File: config.mk
export PLATFORM = sky130hd
export DESIGN_NAME = register_file_reader
export DESIGN_NICKNAME = d
export VERILOG_FILES = /design/src/rtl/register_file_reader.sv
export SDC_FILE = /design/constraint.sdc
export NUM_CORES = 2
export LEC_CHECK = 0
export CORE_ASPECT_RATIO = 0.75
export CORE_UTILIZATION = 58
export CTS_CLUSTER_DIAMETER = 150
export CTS_CLUSTER_SIZE = 28
export DETAILED_ROUTE_END_ITERATION = 6
export DONT_BUFFER_PORTS = 1
export GPL_TIMING_DRIVEN = 0
export PLACE_DENSITY = 0.74
export SYNTH_ARGS = -nofsm -noshare
export SYNTH_HDL_FRONTEND = slang
export SYNTH_SLANG_ARGS = --single-unit
File: constraint.sdc
create_clock -name clock -period 3.4 [get_ports clock]
set_input_delay 0.51 -clock clock [delete_from_list [all_inputs] [get_ports clock]]
set_output_delay 0.51 -clock clock [all_outputs]
set_load 0.05 [all_outputs]
File: src/rtl/register_file_reader.sv
// 32 x WIDTH MIPS general register file: one write port, two combinational read ports and a
// handshaked debug dump engine. Optional write-to-read forwarding: define REGFILE_BYPASS_EN.
module register_file_reader #(
    parameter int WIDTH      = 32,
    parameter int DEPTH_LOG2 = 5
) (
    input  logic                  clock,
    input  logic                  reset,
    input  logic                  wr_en,
    input  logic [DEPTH_LOG2-1:0] wr_addr,
    input  logic [WIDTH-1:0]      wr_data,
    input  logic [DEPTH_LOG2-1:0] rd_addr_a,
    output logic [WIDTH-1:0]      rd_data_a,
    input  logic [DEPTH_LOG2-1:0] rd_addr_b,
    output logic [WIDTH-1:0]      rd_data_b,
    input  logic                  dump_start,
    output logic                  dump_valid,
    input  logic                  dump_ready,
    output logic [DEPTH_LOG2-1:0] dump_index,
    output logic [WIDTH-1:0]      dump_data,
    output logic                  dump_busy,
    output logic                  dump_done
);

    localparam int DEPTH = 32'd1 << DEPTH_LOG2;
    localparam logic [DEPTH_LOG2-1:0] LAST_IDX = DEPTH_LOG2'(DEPTH - 1);

    typedef enum logic [1:0] {
        IDLE = 2'd0,
        SEND = 2'd1,
        DONE = 2'd2
    } dump_state_t;

    dump_state_t           state_r;
    logic                  dump_valid_r;
    logic                  dump_busy_r;
    logic                  dump_done_r;
    logic [DEPTH_LOG2-1:0] dump_index_r;

    logic [WIDTH-1:0] store_r [1:DEPTH-1];
    logic [WIDTH-1:0] entry_s [DEPTH];

    // Entry 0 has no storage and always reads as zero
    for (genvar g = 1; g < DEPTH; g++) begin : g_entry
        // One enabled register per architectural entry
        always_ff @(posedge clock) begin
            if (reset) begin
                store_r[g] <= '0;
            end else if (wr_en && (wr_addr == DEPTH_LOG2'(g))) begin
                store_r[g] <= wr_data;
            end else begin
                store_r[g] <= store_r[g];
            end
        end
    end

    // Architectural view of the file with the hardwired zero entry
    always_comb begin
        entry_s[0] = '0;
        for (int i = 1; i < DEPTH; i++) begin
            entry_s[i] = store_r[i];
        end
    end

`ifdef REGFILE_BYPASS_EN
    logic wr_live_s;
    assign wr_live_s = wr_en && (wr_addr != '0);

    // Read ports and dump word with same-cycle forwarding of the writeback value
    always_comb begin
        rd_data_a = entry_s[rd_addr_a];
        rd_data_b = entry_s[rd_addr_b];
        dump_data = entry_s[dump_index_r];
        if (wr_live_s && (rd_addr_a == wr_addr)) begin
            rd_data_a = wr_data;
        end else begin
            rd_data_a = entry_s[rd_addr_a];
        end
        if (wr_live_s && (rd_addr_b == wr_addr)) begin
            rd_data_b = wr_data;
        end else begin
            rd_data_b = entry_s[rd_addr_b];
        end
        if (wr_live_s && (dump_index_r == wr_addr)) begin
            dump_data = wr_data;
        end else begin
            dump_data = entry_s[dump_index_r];
        end
    end
`else
    // Read ports and dump word return stored contents; a write lands the cycle after
    always_comb begin
        rd_data_a = entry_s[rd_addr_a];
        rd_data_b = entry_s[rd_addr_b];
        dump_data = entry_s[dump_index_r];
    end
`endif

    // Dump engine: IDLE -> SEND (one word per handshake) -> DONE (single pulse) -> IDLE
    always_ff @(posedge clock) begin
        if (reset) begin
            state_r      <= IDLE;
            dump_valid_r <= 1'b0;
            dump_busy_r  <= 1'b0;
            dump_done_r  <= 1'b0;
            dump_index_r <= '0;
        end else begin
            case (state_r)
                IDLE: begin
                    dump_done_r <= 1'b0;
                    if (dump_start) begin
                        state_r      <= SEND;
                        dump_valid_r <= 1'b1;
                        dump_busy_r  <= 1'b1;
                        dump_index_r <= '0;
                    end else begin
                        state_r      <= IDLE;
                        dump_valid_r <= 1'b0;
                        dump_busy_r  <= 1'b0;
                        dump_index_r <= '0;
                    end
                end
                SEND: begin
                    if (dump_ready && (dump_index_r == LAST_IDX)) begin
                        state_r      <= DONE;
                        dump_valid_r <= 1'b0;
                        dump_busy_r  <= 1'b0;
                        dump_done_r  <= 1'b1;
                        dump_index_r <= '0;
                    end else if (dump_ready) begin
                        dump_index_r <= dump_index_r + DEPTH_LOG2'(1);
                    end else begin
                        dump_index_r <= dump_index_r;
                    end
                end
                DONE: begin
                    state_r      <= IDLE;
                    dump_valid_r <= 1'b0;
                    dump_busy_r  <= 1'b0;
                    dump_done_r  <= 1'b0;
                    dump_index_r <= '0;
                end
                default: begin
                    state_r      <= IDLE;
                    dump_valid_r <= 1'b0;
                    dump_busy_r  <= 1'b0;
                    dump_done_r  <= 1'b0;
                    dump_index_r <= '0;
                end
            endcase
        end
    end

    assign dump_valid = dump_valid_r;
    assign dump_busy  = dump_busy_r;
    assign dump_done  = dump_done_r;
    assign dump_index = dump_index_r;

endmodule

### After elaboration in Yosys (flattened, before gate mapping)

Memory sizes are Yosys's and may differ from the RTL's.
Cells that the tools add are included.
W data, S select, Z words.

* equality and inequality tests: 34
* $lt $le $gt $ge: 3
* reductions and logical operators: 35
* bitwise gates (word level): 66
* $add $sub $neg: 1
* multiplexer cells: 265

Operators by type and width (number)
* $mux W32: 68
* $bmux W32 S5: 3
* $mux W1: 191
* $eq A5 B5 Y1 const B: 17
* $or A1 B1 Y1: 62
* $eq A5 B4 Y1 const B: 8
* $logic_and A1 B1 Y1: 32
* $eq A5 B3 Y1 const B: 4
* $ge A6 B6 Y1 const B: 3
* $not A5 Y6: 3
* $eq A5 B2 Y1 const B: 2
* $add A5 B1 Y5 const B: 1
* $eq A5 B1 Y1 const B: 1
* $pmux W2 S2: 1
* $reduce_or A3 Y1: 1
* $eq A2 B1 Y1 const B: 1
* $logic_not A2 Y1: 1
* $mux W2: 1
* $ne A2 B2 Y1 const B: 1
* $pmux W1 S2: 1
* $reduce_or A2 Y1: 1
* $not A1 Y1: 1

* memories: 1
* word-level logic and storage cells: 409
* bits in writable memories: 992
* bits in registers: 9

Memories
* store_r: depth 31, bits a word 32, read ports 31, clocked after memory_dff 0, wr ports 31, line 40 `logic [WIDTH-1:0] store_r [1:DEPTH-1];`

### Logic depth before layout (Yosys ltp)

* depth in word-level cells: 7
* gate-level depth with buffers: 9
* depth with buffers taken out: 6

### Worst setup path after synthesis

OpenSTA, ideal clock, no wires.

* path kind: register to output
* start: register dump_index_r[0] (netlist: dump_index[0])
* end: output dump_data[8]
* required time: 2.890 ns
* arrival: 3.051 ns
* setup slack: -0.161 ns
* cell stages (with the launch flop): 9
* path through: dfxtp_1 > buf_4 > buf_6 > buf_6 > buf_4 > buf_4 > a221o_1 > a31oi_1 > a221oi_1

* word-level cells in the longest chain between the ends: 4

Ends and longest elaborated chain
* from (decl): line 38 `logic [DEPTH_LOG2-1:0] dump_index_r;`
* from (signal assigned): line 131 `dump_index_r <= dump_index_r + DEPTH_LOG2'(1);`
* from (signal assigned): line 133 `dump_index_r <= dump_index_r;`
* $not A5 Y6 (implied by the code): line 95 `dump_data = entry_s[dump_index_r];`
* $bmux W32 S5: line 95
* $mux W32 (implied by the code) (2 in a row): line 95
* to (decl): line 20 `output logic [WIDTH-1:0] dump_data,`

No other way between the ends. The select of a mux whose other input is x is not followed.

### Worst setup path in the final report

* start: register dump_index_r[3] (netlist: dump_index[3])
* end: output dump_data[0]

The elaborated chain is that of the path after synthesis.

==> impl_results.md <==
* Post-synthesis cell count at 4303
* Via Count at 45000
* Die area at 0.108 sq mm
* Async S/R FF share, synth at 0
* Cell Chain, Critical Path: buf_4 > clkdlybuf4s18_2 > mux2_2 > nand2_2 > a221oi_4
* Crit path DAT at 3.30 ns
* Total track usage at 0.462
* Reg2Reg Launch Point: dump_index[2]
* Final nets at 4464
* Crit path max-delay family: compound AO/OA/AOI/OAI gates
* Worst-path clk slew at 0.12 ns
* Initial antenna violation count at 11
* Synth cell types at 43
* Post-DP Area at 0.0650 sq mm
* Slowest cell on the critical path: a221oi_4
* Cell total after placement at 5749
* R2r setup slk at 1.10 ns
* Outcome: complete, but fails checks
* Synthesized flop and latch total at 1001
* Die Ht at 285 microns
* Initial DRC count at 8908
* Worst-Margin Slew at 1.48 ns
* PD cells at 385 mW/mm^2
* Footprint of the multi-input gates at 0.0324 sq mm
* Vias per cell at 7.70
* Final Cycle Share at 1.12
* Fmax at 0.263 GHz
* Period minus WS final at 3.81 ns
* Post-route ant nets at 0
* Leak at 23.0 nW
* Fin. max-slew vios at 0
* Routability cong. at 1.04
* Synthesis Warnings at 0
* Place WS at -1.25 ns
* Hold Crit Endpoint: store_r[0][349]
* VDD IR max at 0.453 mV
* Worst-Skew Late Latency at 0.68 ns
* Post-Synth Adder-Cell Area at 0.000405
* Most numerous cell in the Yosys netlist: and2_1
* Dominant combinational cell family by area after synthesis: multiplexers
* Startpoint types: register
* Final setup vio count at 86
* Syn_area_per_cell at 14.4 sq um
* Final Total Pwr at 0.0268 W
* Util after Layout at 0.660
* Final instance area at 0.0696 sq mm
* Total congestion overflow at 0
* Yosys top cell area share at 0.482
* Main synth FF type: edfxtp_1
* Final WL at 251000 microns
* Crit. path cell count at 5
* Worst setup margin at -0.408 ns
* Number of global-route vias before repair at 42300
* Area of the core at 0.105 sq mm
* CTS root buffer: clkbuf_16
* Synthesized cell area at 0.0618 sq mm
* Critical Path RT at 2.89 ns
* Max-cap violations at 0
* Yosys top cell by area: edfxtp_1
* Layout cell share with drive strength beyond 1 at 0.314
* Final count of hold timing violations at 0
* Die Width at 379 microns
* Commonest cells in the netlist: 1059 x and2_1, 992 x edfxtp_1, 608 x mux4_2, 334 x clkbuf_1, 226 x mux2i_1
* Hold crit path type: input port to register
* Compound-cell area share of the yosys netlist at 0.0747
* Port bufs at 0
* Number of I/O pins at 156
* FF-to-FF path depth at 7
* Slew HR at 0.0164
* Max layer used: met5
* XOR/XNOR share of the synthesized area at 0.000425
* Fillers at 7613
* Clk_skew at 0.00605 ns
* Mux cell area share after synthesis at 0.282
* Sequential cell area at 0.0300 sq mm
* Failing checks: design-rule violations, negative setup slack
* Syn nets at 4357
* Site Rows at 103
* Non-Filler Instances at 5853
* DP Wirelength at 186000 microns
* Critical path class: register to output pin
* CP peak stage delay at 0.90 ns
* Seq/Total Area, Yosys at 0.485
* WL/cell at 42.9 microns
* Worst hold stages at 1
* Crit Path Max Fanout at 10
* CTS Buf Count at 41
* CTS tree: done
* Met2 WL at 102000 microns
* Drt pass-1 iters at 7
* DRT met1 WL at 87400 microns
* Longest Clk Path Bufs at 3
* Hold Startpoint: wr_data[29]
* Largest net degree at the start of global routing at 33
* Post-synth EDFFs at 992
* First-pass GRT wire length at 339000 microns
* Worst Setup End Kind: output pin
* Starting Density at 0.586
* DRC viols at 14
* Synthesized-area fraction occupied by and/or/nand/nor cells at 0.120
* DR WL met3 at 40900 microns
* H-tree depth at 2
* Bufs and invs on worst path at 2
* Clk sinks at 1001
* R2R Path End: dump_busy
* RSZ-0062 raised after global routing: yes
* Leading cell types by total area after synthesis: edfxtp_1 48%, mux4_2 22%, and2_1 11%
* Area growth, synth to finish at 12.6%
[cell usage in the layout (no fill, tap or decap), types with 11 or more instances in the layout]
cell type  count
buf_12        47
nor2b_1       12
and2_1      1059
o21bai_4      24
mux4_2       608
a221oi_4      32
clkbuf_4      14
nand2_1       29
a22o_1       192
o21ai_1       23
o31ai_4       64
o21ai_4       13
o22ai_2       14
a31oi_1       11
nor2_1        38
edfxtp_1     992
nand2b_1      37
buf_16        15
mux2_2       118
a31oi_4       13
buf_4         63
clkbuf_16     45
mux2i_4       17
a211oi_1      26
o22ai_1       76
clkbuf_1     266
a221o_1       32
mux2i_1      204
diode_2       19
nand2_2       13
buf_6         40
buf_2         45
a211oi_2      38
clkbuf_2      58
o21ai_2       28
[cell families after synthesis]
logic type / count (synthesis)
AOI/OAI and AO/OA: 609
buffers and inverters: 512
and+or+nand+nor: 1214
adders and majority gates: 2
xor gates and xnor gates: 3
muxes: 962
DFF: 1001
[routing by layer]
layer,GRT usage,vias to the layer above
li1,-,17200
met1,0.633,22500
met2,0.626,4599
met3,0.163,789
met4,0.297,4
met5,0.000898,-
[final cells by class]
class,count,area share
multi-input combinational,2790,0.465
sequential,1001,0.431
buffer,508,0.0456
tap,1417,0.0255
timing repair buffer,64,0.0163
clock buffer,49,0.0152
antenna,19,0.000684
inverter,4,0.000324
clock inverter,1,0.000126
[where the power goes]
group          switching (W)  leakage, nW  internal [W]
registers           0.000563         9.53        0.0142
logic                0.00341         12.9       0.00226
clock network        0.00408        0.519       0.00223
[how the worst max path moves through the flow]
stage	startpoint	to	slack (ns)
2_1_floorplan	rd_addr_a[0]	rd_data_a[23]	0.14
3_3_place_gp	wr_addr[0]	store_r[0][939]	-2.03
3_5_place_dp	dump_index[3]	dump_data[0]	-1.25
4_1_cts	dump_index[0]	dump_data[1]	-0.30
5_1_grt	dump_index[3]	dump_data[0]	-0.34
6_report	dump_index[3]	dump_data[0]	-0.41
[metrics by stage]
stage          TNS (ns)  hold slack (ns)
2_1_floorplan         0            0.441
3_3_place_gp   -1421.98            0.453
3_5_place_dp     -77.54            0.454
4_1_cts           -6.65          0.00540
5_1_grt           -8.30           0.0220
6_report         -11.13          0.00999
[registers in the layout, summed over array words and instances (netlist names)]
register    flops
dump_index      5
store_r       992
dump_busy       1
dump_done       1
state_r         2
[timing repair]
| action | 4_1_cts | 5_1_grt |
|---|---|---|
| endpoints found under the hold margin | 2 | 0 |
| pin swaps | 48 | 28 |
| gates resized for setup | 557 | 80 |
| setup buffers | 21 | 4 |
| hold buffers | 1 | 0 |
| endpoints found under the setup margin | 96 | 81 |
| gates cloned | 4 | 4 |
Note: power is estimated with default switching activity, not from simulation.
